## src/rtl/id_operand_stage_if.sv

```systemverilog
// ID-to-EX operand stage bus: decode-side inputs, register-file read port,
// write-back bypass, flush/stall handshake, ID/EX register outputs and
// performance counters.
interface id_operand_stage_if #(
  parameter int XLEN  = 32,
  parameter int CNT_W = 32
);
  // decode side
  logic            id_valid;
  logic [4:0]      id_rs1;
  logic [4:0]      id_rs2;
  logic            id_use_rs1;
  logic            id_use_rs2;
  logic [4:0]      id_rd;
  logic            id_reg_write;
  logic            id_mem_read;
  logic [XLEN-1:0] id_pc;
  logic [XLEN-1:0] id_imm;
  // register file read port
  logic [4:0]      rf_rs1_addr;
  logic [4:0]      rf_rs2_addr;
  logic [XLEN-1:0] rf_rs1_dout;
  logic [XLEN-1:0] rf_rs2_dout;
  // write-back
  logic            wb_reg_write;
  logic [4:0]      wb_rd;
  logic [XLEN-1:0] wb_din;
  // pipeline control
  logic            flush;
  logic            stall;
  // ID/EX register
  logic            ex_valid;
  logic            ex_reg_write;
  logic            ex_mem_read;
  logic [4:0]      ex_rs1;
  logic [4:0]      ex_rs2;
  logic [4:0]      ex_rd;
  logic [XLEN-1:0] ex_rs1_val;
  logic [XLEN-1:0] ex_rs2_val;
  logic [XLEN-1:0] ex_pc;
  logic [XLEN-1:0] ex_imm;
  // counters
  logic [CNT_W-1:0] stall_count;
  logic [CNT_W-1:0] flush_count;

  // the operand stage itself
  modport slave (
    input  id_valid, id_rs1, id_rs2, id_use_rs1, id_use_rs2, id_rd,
           id_reg_write, id_mem_read, id_pc, id_imm,
           rf_rs1_dout, rf_rs2_dout, wb_reg_write, wb_rd, wb_din, flush,
    output rf_rs1_addr, rf_rs2_addr, stall,
           ex_valid, ex_reg_write, ex_mem_read, ex_rs1, ex_rs2, ex_rd,
           ex_rs1_val, ex_rs2_val, ex_pc, ex_imm, stall_count, flush_count
  );

  // the surrounding pipeline (decode, register file, write-back, EX)
  modport master (
    output id_valid, id_rs1, id_rs2, id_use_rs1, id_use_rs2, id_rd,
           id_reg_write, id_mem_read, id_pc, id_imm,
           rf_rs1_dout, rf_rs2_dout, wb_reg_write, wb_rd, wb_din, flush,
    input  rf_rs1_addr, rf_rs2_addr, stall,
           ex_valid, ex_reg_write, ex_mem_read, ex_rs1, ex_rs2, ex_rd,
           ex_rs1_val, ex_rs2_val, ex_pc, ex_imm, stall_count, flush_count
  );
endinterface

```

## src/rtl/id_operand_stage.sv

```systemverilog
// Decode-side operand stage: register-file addressing with same-cycle
// write-back bypass, load-use hazard stall, ID/EX pipeline register with
// bubble/flush, and saturating stall/flush event counters.
module id_operand_stage #(
  parameter int XLEN  = 32,
  parameter int CNT_W = 32
) (
  input logic clk,
  input logic reset,
  id_operand_stage_if.slave bus
);

  localparam logic [CNT_W-1:0] CNT_ONE = CNT_W'(1);
  localparam logic [CNT_W-1:0] CNT_MAX = {CNT_W{1'b1}};

  // source-operand views indexed 0 = rs1, 1 = rs2
  logic [1:0][4:0]      src_idx;
  logic [1:0]           src_use;
  logic [1:0][XLEN-1:0] src_rf;
  logic [1:0][XLEN-1:0] src_val;
  logic [1:0]           src_hit;

  // ID/EX state
  logic            ex_valid_reg;
  logic            ex_reg_write_reg;
  logic            ex_mem_read_reg;
  logic [4:0]      ex_rs1_reg;
  logic [4:0]      ex_rs2_reg;
  logic [4:0]      ex_rd_reg;
  logic [XLEN-1:0] ex_rs1_val_reg;
  logic [XLEN-1:0] ex_rs2_val_reg;
  logic [XLEN-1:0] ex_pc_reg;
  logic [XLEN-1:0] ex_imm_reg;
  logic [CNT_W-1:0] stall_count_reg;
  logic [CNT_W-1:0] flush_count_reg;

  logic load_in_ex;
  logic hz;
  logic stall;
  logic kill;

  assign src_idx[0] = bus.id_rs1;
  assign src_idx[1] = bus.id_rs2;
  assign src_use[0] = bus.id_use_rs1;
  assign src_use[1] = bus.id_use_rs2;
  assign src_rf[0]  = bus.rf_rs1_dout;
  assign src_rf[1]  = bus.rf_rs2_dout;

  // x0 reads as zero; otherwise the write landing this edge wins over the
  // stale asynchronous register-file read. Because idx != 0 is checked first,
  // a write-back to x0 can never bypass.
  generate
    for (genvar gi = 0; gi < 2; gi++) begin : g_src
      assign src_val[gi] = (src_idx[gi] == 5'd0) ? '0 :
                           (bus.wb_reg_write && (bus.wb_rd == src_idx[gi])) ? bus.wb_din :
                           src_rf[gi];
      assign src_hit[gi] = src_use[gi] && (src_idx[gi] == ex_rd_reg);
    end
  endgenerate

  // a load currently in EX whose result is not ready for a dependent in ID
  assign load_in_ex = ex_valid_reg && ex_mem_read_reg && (ex_rd_reg != 5'd0);
  assign hz         = load_in_ex && bus.id_valid && (|src_hit);
  // flush discards the ID instruction, so there is nothing to hold
  assign stall      = hz && !bus.flush;
  assign kill       = bus.flush || hz;

  assign bus.rf_rs1_addr = bus.id_rs1;
  assign bus.rf_rs2_addr = bus.id_rs2;
  assign bus.stall       = stall;

  // ID/EX register: reset clears everything, flush or hazard inserts a bubble
  // (control cleared, data fields are don't-care and simply load), else advance
  always_ff @(posedge clk) begin
    if (reset) begin
      ex_valid_reg     <= 1'b0;
      ex_reg_write_reg <= 1'b0;
      ex_mem_read_reg  <= 1'b0;
      ex_rs1_reg       <= '0;
      ex_rs2_reg       <= '0;
      ex_rd_reg        <= '0;
      ex_rs1_val_reg   <= '0;
      ex_rs2_val_reg   <= '0;
      ex_pc_reg        <= '0;
      ex_imm_reg       <= '0;
    end else begin
      ex_valid_reg     <= bus.id_valid && !kill;
      ex_reg_write_reg <= bus.id_valid && bus.id_reg_write && !kill;
      ex_mem_read_reg  <= bus.id_valid && bus.id_mem_read && !kill;
      ex_rs1_reg       <= bus.id_rs1;
      ex_rs2_reg       <= bus.id_rs2;
      ex_rd_reg        <= bus.id_rd;
      ex_rs1_val_reg   <= src_val[0];
      ex_rs2_val_reg   <= src_val[1];
      ex_pc_reg        <= bus.id_pc;
      ex_imm_reg       <= bus.id_imm;
    end
  end

  // saturating event counters; they stop at all-ones rather than wrap
  always_ff @(posedge clk) begin
    if (reset) begin
      stall_count_reg <= '0;
      flush_count_reg <= '0;
    end else begin
      if (stall && (stall_count_reg != CNT_MAX)) begin
        stall_count_reg <= stall_count_reg + CNT_ONE;
      end
      if (bus.flush && bus.id_valid && (flush_count_reg != CNT_MAX)) begin
        flush_count_reg <= flush_count_reg + CNT_ONE;
      end
    end
  end

  assign bus.ex_valid     = ex_valid_reg;
  assign bus.ex_reg_write = ex_reg_write_reg;
  assign bus.ex_mem_read  = ex_mem_read_reg;
  assign bus.ex_rs1       = ex_rs1_reg;
  assign bus.ex_rs2       = ex_rs2_reg;
  assign bus.ex_rd        = ex_rd_reg;
  assign bus.ex_rs1_val   = ex_rs1_val_reg;
  assign bus.ex_rs2_val   = ex_rs2_val_reg;
  assign bus.ex_pc        = ex_pc_reg;
  assign bus.ex_imm       = ex_imm_reg;
  assign bus.stall_count  = stall_count_reg;
  assign bus.flush_count  = flush_count_reg;

endmodule

```

## src/flat_wrapper.sv

```systemverilog
// flat-port wrapper written by rule: the top's interface ports become plain ports
module id_operand_stage_flat 
#(
  parameter int XLEN  = 32,
  parameter int CNT_W = 32
)
  (clk, reset, bus_id_valid, bus_id_rs1, bus_id_rs2, bus_id_use_rs1, bus_id_use_rs2, bus_id_rd, bus_id_reg_write, bus_id_mem_read, bus_id_pc, bus_id_imm, bus_rf_rs1_dout, bus_rf_rs2_dout, bus_wb_reg_write, bus_wb_rd, bus_wb_din, bus_flush, bus_rf_rs1_addr, bus_rf_rs2_addr, bus_stall, bus_ex_valid, bus_ex_reg_write, bus_ex_mem_read, bus_ex_rs1, bus_ex_rs2, bus_ex_rd, bus_ex_rs1_val, bus_ex_rs2_val, bus_ex_pc, bus_ex_imm, bus_stall_count, bus_flush_count);
  id_operand_stage_if #(.XLEN(XLEN), .CNT_W(CNT_W)) bus_i ();
  input logic clk;
  input logic reset;
  input wire logic [$bits(bus_i.id_valid)-1:0] bus_id_valid;
  input wire logic [$bits(bus_i.id_rs1)-1:0] bus_id_rs1;
  input wire logic [$bits(bus_i.id_rs2)-1:0] bus_id_rs2;
  input wire logic [$bits(bus_i.id_use_rs1)-1:0] bus_id_use_rs1;
  input wire logic [$bits(bus_i.id_use_rs2)-1:0] bus_id_use_rs2;
  input wire logic [$bits(bus_i.id_rd)-1:0] bus_id_rd;
  input wire logic [$bits(bus_i.id_reg_write)-1:0] bus_id_reg_write;
  input wire logic [$bits(bus_i.id_mem_read)-1:0] bus_id_mem_read;
  input wire logic [$bits(bus_i.id_pc)-1:0] bus_id_pc;
  input wire logic [$bits(bus_i.id_imm)-1:0] bus_id_imm;
  input wire logic [$bits(bus_i.rf_rs1_dout)-1:0] bus_rf_rs1_dout;
  input wire logic [$bits(bus_i.rf_rs2_dout)-1:0] bus_rf_rs2_dout;
  input wire logic [$bits(bus_i.wb_reg_write)-1:0] bus_wb_reg_write;
  input wire logic [$bits(bus_i.wb_rd)-1:0] bus_wb_rd;
  input wire logic [$bits(bus_i.wb_din)-1:0] bus_wb_din;
  input wire logic [$bits(bus_i.flush)-1:0] bus_flush;
  output wire logic [$bits(bus_i.rf_rs1_addr)-1:0] bus_rf_rs1_addr;
  output wire logic [$bits(bus_i.rf_rs2_addr)-1:0] bus_rf_rs2_addr;
  output wire logic [$bits(bus_i.stall)-1:0] bus_stall;
  output wire logic [$bits(bus_i.ex_valid)-1:0] bus_ex_valid;
  output wire logic [$bits(bus_i.ex_reg_write)-1:0] bus_ex_reg_write;
  output wire logic [$bits(bus_i.ex_mem_read)-1:0] bus_ex_mem_read;
  output wire logic [$bits(bus_i.ex_rs1)-1:0] bus_ex_rs1;
  output wire logic [$bits(bus_i.ex_rs2)-1:0] bus_ex_rs2;
  output wire logic [$bits(bus_i.ex_rd)-1:0] bus_ex_rd;
  output wire logic [$bits(bus_i.ex_rs1_val)-1:0] bus_ex_rs1_val;
  output wire logic [$bits(bus_i.ex_rs2_val)-1:0] bus_ex_rs2_val;
  output wire logic [$bits(bus_i.ex_pc)-1:0] bus_ex_pc;
  output wire logic [$bits(bus_i.ex_imm)-1:0] bus_ex_imm;
  output wire logic [$bits(bus_i.stall_count)-1:0] bus_stall_count;
  output wire logic [$bits(bus_i.flush_count)-1:0] bus_flush_count;
  assign bus_i.id_valid = bus_id_valid;
  assign bus_i.id_rs1 = bus_id_rs1;
  assign bus_i.id_rs2 = bus_id_rs2;
  assign bus_i.id_use_rs1 = bus_id_use_rs1;
  assign bus_i.id_use_rs2 = bus_id_use_rs2;
  assign bus_i.id_rd = bus_id_rd;
  assign bus_i.id_reg_write = bus_id_reg_write;
  assign bus_i.id_mem_read = bus_id_mem_read;
  assign bus_i.id_pc = bus_id_pc;
  assign bus_i.id_imm = bus_id_imm;
  assign bus_i.rf_rs1_dout = bus_rf_rs1_dout;
  assign bus_i.rf_rs2_dout = bus_rf_rs2_dout;
  assign bus_i.wb_reg_write = bus_wb_reg_write;
  assign bus_i.wb_rd = bus_wb_rd;
  assign bus_i.wb_din = bus_wb_din;
  assign bus_i.flush = bus_flush;
  assign bus_rf_rs1_addr = bus_i.rf_rs1_addr;
  assign bus_rf_rs2_addr = bus_i.rf_rs2_addr;
  assign bus_stall = bus_i.stall;
  assign bus_ex_valid = bus_i.ex_valid;
  assign bus_ex_reg_write = bus_i.ex_reg_write;
  assign bus_ex_mem_read = bus_i.ex_mem_read;
  assign bus_ex_rs1 = bus_i.ex_rs1;
  assign bus_ex_rs2 = bus_i.ex_rs2;
  assign bus_ex_rd = bus_i.ex_rd;
  assign bus_ex_rs1_val = bus_i.ex_rs1_val;
  assign bus_ex_rs2_val = bus_i.ex_rs2_val;
  assign bus_ex_pc = bus_i.ex_pc;
  assign bus_ex_imm = bus_i.ex_imm;
  assign bus_stall_count = bus_i.stall_count;
  assign bus_flush_count = bus_i.flush_count;
  id_operand_stage #(.XLEN(XLEN), .CNT_W(CNT_W)) u_core (.clk(clk), .reset(reset), .bus(bus_i));
endmodule
```

## config.mk

```make
export PLATFORM = sky130hd
export DESIGN_NAME = id_operand_stage_flat
export DESIGN_NICKNAME = d
export VERILOG_FILES = /design/src/rtl/id_operand_stage_if.sv /design/src/rtl/id_operand_stage.sv /design/src/flat_wrapper.sv
export SDC_FILE = /design/constraint.sdc
export NUM_CORES = 1
export LEC_CHECK = 0
export BUFFER_PORTS_ARGS = -buffer_cell sky130_fd_sc_hd__buf_2
export CELL_PAD_IN_SITES_DETAIL_PLACEMENT = 0
export CELL_PAD_IN_SITES_GLOBAL_PLACEMENT = 1
export CORE_AREA = 2 2 159 161
export DETAILED_ROUTE_END_ITERATION = 10
export DIE_AREA = 0 0 161 163
export PLACE_DENSITY_LB_ADDON = 0.1
export RECOVER_POWER = 25
export SLEW_MARGIN = 25
export SYNTH_ARGS = -nofsm -noshare
export SYNTH_HDL_FRONTEND = slang
export SYNTH_SLANG_ARGS = --single-unit
```

## constraint.sdc

```tcl
create_clock -name clk -period 3.8 [get_ports clk]
set_clock_uncertainty 0.2 [all_clocks]
set_input_delay 0.95 -clock clk [delete_from_list [all_inputs] [get_ports clk]]
set_output_delay 0.95 -clock clk [all_outputs]
set_load 0.005 [all_outputs]
```

# After elaboration in Yosys (flattened, before gate mapping)
# Index checks and enable logic that the tools add are counted.
# totals
reg_bits,210
in_bits,189
out_inout_bits,221
word_cells,48
# classes
reduce_logical,26
muxes,2
n_addsub,2
eq_ne,6
# ops
operator,n
adder 32 x 1 -> 32 bit (second input constant),2
2-to-1 mux 32 bit,2
inequality test 32 bit (second input constant),2
equality test 5 bit,4
logical AND 1 bit,17
zero test 5 bit,2
OR reduction 2 bit,3
nonzero test 5 bit,1
zero test 1 bit,2
logical OR 1 bit,1

# Depth between registers and ports, before layout
# Gate-level depths: netlist of run 1.
# depth
ltp_word,7
mapped_depth,8
ltp_nobuf,7

# Least setup slack after synthesis of run 1
# No wires, ideal clock.
# synth_path
path_type,input -> output
from,in bus_id_rs1[1]
to,out bus_stall
setup_slack_ps,954
cell_stages,4
n_path_buf,0
required_time_ps,2650
t_arrival_ps,1696
cell_sequence,xnor2_1 -> nand4_1 -> o22ai_2 -> and2_1
# synth_via
elab_chain_len,5
# synth_rtl
element,line_no,text
from (decl),flat_wrapper.sv:12,input wire logic [$bits(bus_i.id_rs1)-1:0] bus_id_rs1;
equality test 5 bit,id_operand_stage.sv:57,assign src_hit[gi] = src_use[gi] && (src_idx[gi] == ex_rd_reg);
logical AND 1 bit,id_operand_stage.sv:57,
OR reduction 2 bit,id_operand_stage.sv:63,assign hz = load_in_ex && bus.id_valid && (|src_hit);
logical AND 1 bit,id_operand_stage.sv:63,
logical AND 1 bit,id_operand_stage.sv:65,assign stall = hz && !bus.flush;
to (decl),flat_wrapper.sv:29,output wire logic [$bits(bus_i.stall)-1:0] bus_stall;
# Every way passes these cells.

# Final worst setup path of run 1
# layout_path
from,reg u_core.ex_rd_reg[2] (netlist: u_core.bus.ex_rd[2])
to,out bus_stall
# layout_via
elab_chain_len,5
word_cells_on_any_way,10
classes_between,2 x eq/ne; 8 x reduce/logical
# layout_rtl
element,line_no,text
from (decl),id_operand_stage.sv:29,logic [4:0] ex_rd_reg;
from (signal assigned),id_operand_stage.sv:92,ex_rd_reg <= bus.id_rd;
equality test 5 bit / nonzero test 5 bit (equally long branches),"id_operand_stage.sv:57, id_operand_stage.sv:62",
"logical AND 1 bit, on equally long branches","id_operand_stage.sv:57, id_operand_stage.sv:62",
OR reduction 2 bit / logical AND 1 bit (equally long branches),id_operand_stage.sv:63,
logical AND 1 bit (*),id_operand_stage.sv:63,
logical AND 1 bit (*),id_operand_stage.sv:65,
# Mark *: on every way between the ends. The rest lies on a longest branch, timed or not.

==> qor.log, run 1 <==
qor: synth.sequential_area_share_after_synthesis 52.8%
qor: floorplan.die_x 161 um
qor: clock_tree.cts_sinks 210
qor: detailed_routing.antenna_violating_nets_post_route 0
qor: floorplan.start_util 32.3%
qor: synth.synthDistinctLibCells 49
qor: finish.area_growth_synth_to_finish 39.8%
qor: timing.setup_total_negative_slack 0 ns
qor: clock_tree.total_clock_buffers_created_by_cts 25
qor: place.dp.final_hpwl 21.2 mm
qor: finish.post_route_cells_drive_above_1_share 37.6%
qor: worst_setup_path.worst-path-stages 6
qor: timing.finalWorstPathRequiredPeriod 3.51 ns
qor: worst_setup_path.worst_path_max_delay_cell or4_1
qor: finish.multi_input_area 3530 um^2
qor: worst_setup_path.crit_buf_inv 2
qor: job.max_cap_viol_count 0
qor: synth.synth-seq-cells 210
qor: floorplan.design.portCount 410
qor: timing.finalCritPeriodShare 92.4%
qor: worst_setup_path.cp.arrival 2.36 ns
qor: timing.tightestPinTransition 1.29 ns
qor: timing.setup_viol_count_final 0
qor: clock_tree.post_cts_hold_buffer_count 0
qor: detailed_routing.vias 7122
qor: grt.initial_antenna_violation_count 9
qor: worst_setup_path.timing.reg2reg.setup_slack 1.25 ns
qor: clock_tree.buffer_type_at_the_clock_tree_root clkbuf_16
qor: power.cellLeakagePower 4.93 nW
qor: clock_tree.cts-htree-levels 1
qor: detailed_routing.dr.first_iter.drc_count 257
qor: detailed_routing.routed_via_density 4.55
qor: synth.synth.area.top_cells dfxtp_1 53%, mux2i_1 8.2%, nor2b_1 6.4%
qor: timing.worst_rel_slew_slack 14.3%
qor: synth.synth.net_count 1003
qor: place.pre_cts_ws 0.688 ns
qor: worst_setup_path.timing.critical_path.required 2.65 ns
qor: finish.filler_cell_count 2552
qor: floorplan.die_area 26200 um^2
qor: clock_tree.post_cts_buffers 0
qor: clock_tree.clkLatencyLatePin 0.54 ns
qor: synth.yosys_most_used_dff dfxtp_1
qor: synth.synth_enable_flop_cells 0
qor: floorplan.placement_rows 58
qor: timing.grt_setup_unrepaired false
qor: worst_setup_path.timing.setup.critical_path_class flip-flop to output port
qor: floorplan.die_h 163 um
qor: worst_setup_path.crit_path_start_kind flip-flop
qor: grt.globalRouteTotalUtil 19.9%
qor: synth.syn_avg_cell_area 9.81 um^2
qor: synth.synth_largest_type_area_fraction 52.8%
qor: synth.synthCells 812
qor: hold_path.hp-start u_core.bus.stall_count[13]$_SDFFE_PP0P_
qor: synth.yosysTopAreaCell dfxtp_1
qor: clock_tree.worst_setup_hold_path_clk_slew 0.06 ns
qor: grt.grt_first_pass_wirelength 40.4 mm
qor: finish.area_used_by_sequential_logic_in_the_layout 4200 um^2
qor: power.max-vdd-ir-drop 421 uV
qor: power.pwr_per_cell_area 455 nW/um^2
qor: worst_setup_path.crit_chain or4_1 > o211ai_1 > nor2_1 > buf_4 > and2_1 > buf_2
qor: worst_setup_path.cpPeakStageDelay 0.58 ns
qor: worst_setup_path.worstSetupStartpoint u_core.bus.ex_rd[2]$_SDFF_PP0_
qor: finish.final_common_cell buf_2
qor: worst_setup_path.path_delay_family simple AND/OR/NAND/NOR gates
qor: synth.yosys_warnings 0
qor: grt.grt_start_max_net_pins 55
qor: timing.final.setup.worst_slack 0.290 ns
qor: detailed_routing.drtPass1Iterations 5
qor: worst_setup_path.worstSetupEndpointType output port
qor: clock_tree.cts_max_path_buffers 3
qor: timing.finalMaxSlewViolations 0
qor: synth.netlist_area 7970 um^2
qor: detailed_routing.remaining_drc_errors 0
qor: place.gp_routability_congestion 0.810
qor: worst_setup_path.reg2regPathDepth 6
qor: hold_path.min_delay_path_depth 2
qor: run_status.outcome complete, no violations
qor: synth.postSynth.asyncResetShare 0%
qor: place.io_buffers 409
qor: clock_tree.tritoncts done
qor: grt.gr-total-overflow 0
qor: hold_path.hold_class flip-flop to flip-flop
qor: finish.fin_nets 1406
qor: worst_setup_path.timing.rr.start u_core.bus.flush_count[24]$_SDFFE_PP0P_
qor: grt.via_count_of_the_first_global_routing_pass 6862
qor: floorplan.core_area 24700 um^2
qor: timing.achievable-frequency 285 MHz
qor: finish.mostFrequentLayoutCells 390 x buf_2, 210 x dfxtp_1, 116 x nor2_1
qor: detailed_routing.wl 27.4 mm
qor: timing.hold_viol_final 0
qor: detailed_routing.drt-wirelength-per-cell 17.5 um
qor: worst_setup_path.timing.critical_path.fanout_max 7
qor: clock_tree.post_cts_resize_count 0
## per-layer routing
layer,global-route usage (%),up-vias,routed length [um]
met5,0,-,21
met4,6.13,4,540
met3,7.79,34,2350
met2,34.2,232,13400
met1,23.0,3274,11100
li1,-,3578,-
## worst min-delay path: stages, from the launching register on
cell and delay, ns:
dfxtp_1 0.32, o31ai_1 0.07, a21oi_1 0.06
## through the flow
| step | hold WS [ns] | power (mW) | util, % | cells | cell area (um^2) |
|---|---|---|---|---|---|
| 2_1_floorplan | 0.277 | 2.52 | - | 812 | 7970 |
| 3_3_place_gp | 0.284 | 2.77 | 42.0 | 1518 | 10400 |
| 3_5_place_dp | 0.287 | 2.77 | 42.0 | 1518 | 10400 |
| 4_1_cts | 0.296 | 5.15 | 45.3 | 1558 | 11200 |
| 5_1_grt | 0.358 | 5.26 | 45.1 | 1563 | 11100 |
| 6_report | 0.298 | 5.07 | 45.2 | 1564 | 11100 |
## logic make-up after synthesis
kind of cell    synth area share [%]
xor+xnor                        6.05
compound gates                  4.57
flops                           52.8
simple gates                    24.9
mux                             8.45
fa+ha+maj                      0.314
buf+inv                         3.00
## where the power goes
part	switching (mW)	internal [mW]
Sequential	0.0256	2.29
Combinational	0.198	0.198
Clock	0.964	1.39
## Yosys cell counts, types with 2 or more instances
cell / n
a21oi_1: 25
a31o_2: 2
and2_1: 6
and3_1: 9
and4_1: 7
buf_2: 8
buf_4: 10
clkbuf_1: 29
dfxtp_1: 210
ha_1: 2
inv_1: 4
mux2_1: 2
mux2i_1: 65
nand2_1: 27
nand2b_1: 3
nand3_1: 25
nand4_1: 24
nand4_2: 2
nor2_1: 116
nor2b_1: 82
nor3_1: 21
nor3b_1: 2
nor4_1: 7
o21ai_0: 17
o21bai_1: 2
o31ai_1: 5
or2_2: 2
or3_1: 17
or4_1: 8
xnor2_1: 34
xor2_1: 21
## worst paths after layout
check | endpoint
max | bus_stall
min | u_core.bus.stall_count[13]$_SDFFE_PP0P_
max reg2reg | u_core.bus.flush_count[23]$_SDFFE_PP0P_
min reg2reg | u_core.bus.stall_count[13]$_SDFFE_PP0P_
## cell type report
| cell class | instances | area share, % |
|---|---|---|
| antenna | 6 | 0.135 |
| clock buffer | 32 | 6.39 |
| tap | 330 | 3.71 |
| sequential | 210 | 37.7 |
| inverter | 4 | 0.135 |
| timing repair buffer | 423 | 19.3 |
| clock inverter | 8 | 0.876 |
| multi-input combinational | 551 | 31.7 |
Power figures use the tool's default switching activity.
==> inputs of run 2 (changes only) <==
- ABC_AREA: default -> 1
- CORE_AREA: 2 2 159 161 -> default
- CORE_UTILIZATION: default -> 32
- DIE_AREA: 0 0 161 163 -> default
- HOLD_SLACK_MARGIN: default -> 0.1
- clock period: 3.8 -> 3.23 ns (I/O delays scaled with it)
==> qor.log, run 2 <==
qor: power.switching_share 23.7% [+0.28 points]
qor: floorplan.die_h 170 um [+4.0%]
qor: grt.grt_first_pass_wirelength 47.5 mm [+18%]
qor: clock_tree.clkLatencyLatePin 0.54 ns [about the same]
qor: floorplan.design.portCount 410 [unchanged]
qor: floorplan.start_util 33.0% [+0.69 points]
qor: place.placedInstanceArea 11300 um^2 [+9.3%]
qor: run_status.outcome finished with violations
qor: clock_tree.cts_max_path_buffers 3 [unchanged]
qor: power.pwr_per_cell_area 506 nW/um^2 [+11%]
qor: synth.synth.area.top_cells dfxtp_1 47%, nand2_1 11%, nor2_1 10%
qor: worst_setup_path.timing.critical_path.required 2.22 ns [-0.43 ns]
qor: job.max_cap_viol_count 1 [+1]
qor: timing.finalMaxSlewViolations 106 [+106]
qor: finish.mostFrequentLayoutCells 401 x buf_2, 258 x nand2_1, 239 x nor2_1
qor: clock_tree.post_cts_hold_buffer_count 0 [unchanged]
qor: detailed_routing.wl 31.6 mm [+16%]
qor: clock_tree.buffer_type_at_the_clock_tree_root clkbuf_16
qor: power.clock_power_share 47.2% [+0.7 points]
qor: power.max-vdd-ir-drop 525 uV [+25%]
qor: power.total_switching_power 1.46 mW [+23%]
qor: place.dp.final_hpwl 24.5 mm [+16%]
qor: finish.filler_cell_count 3014 [+18%]
qor: grt.globalRouteTotalUtil 21.5% [+1.6 points]
qor: finish.post_route_cells_drive_above_1_share 30.6% [-7.0 points]
qor: timing.tightestPinTransition 2.40 ns [+1.11 ns]
qor: finish.fin_nets 1858 [+32%]
qor: worst_setup_path.worstSetupEndpointType output port
qor: synth.yosysTopAreaCell dfxtp_1
qor: clock_tree.post_cts_buffers 0 [unchanged]
qor: timing.setup_total_negative_slack 0 ns [unchanged]
qor: detailed_routing.vias 8937 [+25%]
qor: timing.achievable-frequency 330 MHz
qor: synth.synth-seq-cells 210 [unchanged]
qor: floorplan.placement_rows 60 [+3.4%]
qor: worst_setup_path.crit_path_start_kind input pin
qor: finish.area_growth_synth_to_finish 35.1%
qor: clock_tree.cts_sinks 210 [unchanged]
qor: synth.synthMostInstantiatedCell nand2_1
qor: hold_path.hold_class input pin to flip-flop
qor: grt.gr-usage-met2 37.5% [+3.3 points]
qor: synth.synth_enable_flop_cells 0 [unchanged]
qor: synth.synth_largest_type_area_fraction 46.8% [-6.0 points]
qor: finish.postLayoutCellArea 12100 um^2 [+8.9%]
qor: timing.grt_setup_unrepaired false
qor: detailed_routing.remaining_drc_errors 0 [unchanged]
qor: detailed_routing.dr.first_iter.drc_count 434 [+69%]
qor: timing.hold_viol_final 0 [unchanged]
qor: power.cellLeakagePower 6.19 nW [+25%]
qor: timing.final.setup.worst_slack 0.200 ns [-0.0898 ns]
qor: clock_tree.tritoncts done
qor: place.pre_cts_ws 0.254 ns [-0.434 ns]
qor: run_status.violations capacitance limit, slew limit
qor: power.seq_power_share 44.4% [-1.3 points]
qor: clock_tree.total_clock_buffers_created_by_cts 26 [+4.0%]
qor: detailed_routing.drtPass1Iterations 4 [-1]
qor: synth.yosys_most_used_dff dfxtp_1
qor: timing.finalCritPeriodShare 93.8%
qor: synth.synth.net_count 1461 [+46%]
qor: synth.netlist_area 8990 um^2 [+13%]
qor: worst_setup_path.timing.reg2reg.setup_slack 0.84 ns [-0.41 ns]
qor: worst_setup_path.timing.critical_path.fanout_max 5 [-2]
qor: detailed_routing.drt-wirelength-per-cell 15.4 um [-12%]
qor: detailed_routing.routed_via_density 4.34 [-4.7%]
qor: clock_tree.worst_setup_hold_path_clk_slew 0.06 ns [about the same]
qor: timing.setup_viol_count_final 0 [unchanged]
qor: synth.syn_avg_cell_area 7.08 um^2 [-28%]
qor: grt.via_count_of_the_first_global_routing_pass 8449 [+23%]
qor: synth.postSynth.asyncResetShare 0% [unchanged]
qor: clock_tree.post_cts_resize_count 0 [unchanged]
qor: worst_setup_path.timing.setup.critical_path_class input pin to output port
qor: place.gp_routability_congestion 0.840 [+3.7%]
qor: power.combinationalPowerShare 8.3% [+0.5 points]
qor: grt.gr-usage-met3 7.04% [-0.75 points]
qor: grt.met1_usage_grt 24.3% [+1.3 points]
qor: worst_setup_path.cp.arrival 2.02 ns [-0.34 ns]
qor: grt.grt_start_max_net_pins 106 [+93%]
qor: floorplan.core_area 27300 um^2 [+10%]
qor: grt.layer_with_the_highest_usage_after_global_routing met2
qor: floorplan.die_x 170 um [+5.3%]
qor: place.io_buffers 409 [unchanged]
qor: synth.synthTopCellsByCount 258 x nand2_1, 239 x nor2_1, 210 x dfxtp_1, 196 x inv_1, 77 x a21oi_1
qor: timing.finalWorstPathRequiredPeriod 3.03 ns
qor: timing.worst_rel_slew_slack -60.0% [-74 points]
qor: clock_tree.cts-htree-levels 1 [unchanged]
qor: grt.gr-total-overflow 0 [unchanged]
qor: power.p_int 4.68 mW [+21%]
qor: synth.synthCells 1270 [+56%]
qor: detailed_routing.antenna_violating_nets_post_route 0 [unchanged]
qor: grt.initial_antenna_violation_count 7 [-2]
qor: finish.final_common_cell buf_2
qor: synth.synthDistinctLibCells 38 [-22%]
qor: synth.sequential_area_share_after_synthesis 46.8% [-6.0 points]
qor: floorplan.die_area 28800 um^2 [+9.6%]
qor: synth.yosys_warnings 0 [unchanged]
## run 2: area by class of cell
class,count,area (um^2),share of cell area [%]
diodes,2,5.00,0.0412
clock buffers,38,746,6.14
clock inverters,9,110,0.907
inverters,205,772,6.36
multi-input cells,803,3720,30.6
flip-flops and latches,210,4200,34.6
well taps,372,465,3.83
repair buffers,421,2120,17.5
## run 2: cells by family (layout without fill, tap and decap cells)
logic type / count (synthesis) / in the layout / synth area share (%)
adders and majority gates: 2 / 2 / 0.278
and+or+nand+nor: 609 / 609 / 28.7
xor gates and xnor gates: 17 / 17 / 1.66
other: 0 / 2 / 0
buffers and inverters: 257 / 673 / 11.9
AOI/OAI and AO/OA: 175 / 175 / 10.7
DFF: 210 / 210 / 46.8
## run 2: path summary, 6_finish.rpt
path | from | depth (start not counted) | end
max reg2reg | u_core.bus.flush_count[0]$_SDFFE_PP0P_ | 10 | u_core.bus.flush_count[23]$_SDFFE_PP0P_
max | bus_id_rs1[2] | 10 | bus_stall
min reg2reg | u_core.bus.flush_count[12]$_SDFFE_PP0P_ | 2 | u_core.bus.flush_count[12]$_SDFFE_PP0P_
min | bus_id_rd[2] | 3 | u_core.bus.ex_rd[2]$_SDFF_PP0_
## run 2: worst max-delay path, cell delays in order
cell and delay [ns]:
clkbuf_1 0.17, inv_1 0.13, nand2_1 0.08, nand2_1 0.04, nor2_1 0.11, nand3_1 0.11, nand2_2 0.12, nand2_1 0.09
nor2_1 0.19, buf_2 0.16
## run 2: layer usage
metal	vias up	wire, um
li1	4676	-
met1	3931	12500
met2	259	15600
met3	63	2470
met4	8	1070
met5	-	48
## run 2: power by group through the flow
stage               clock (mW)  sequential [mW]  combinational (mW)
floorplan                    0             2.80               0.204
global placement             0             2.78               0.520
detailed placement           0             2.78               0.521
CTS                       2.99             2.73               0.523
global route              3.10             2.74               0.574
finish                    2.90             2.73               0.510
## run 2: metrics by stage
stage,hold slack [ns],power (mW),cells,utilization [%]
final,0.270,6.14,2060,44.5
after global routing,0.253,6.41,2060,44.5
after CTS,0.247,6.24,2058,44.7
after detailed placement,0.295,3.30,2011,41.5
after global placement,0.290,3.30,2011,41.5
after floorplan,0.273,3.00,1270,-
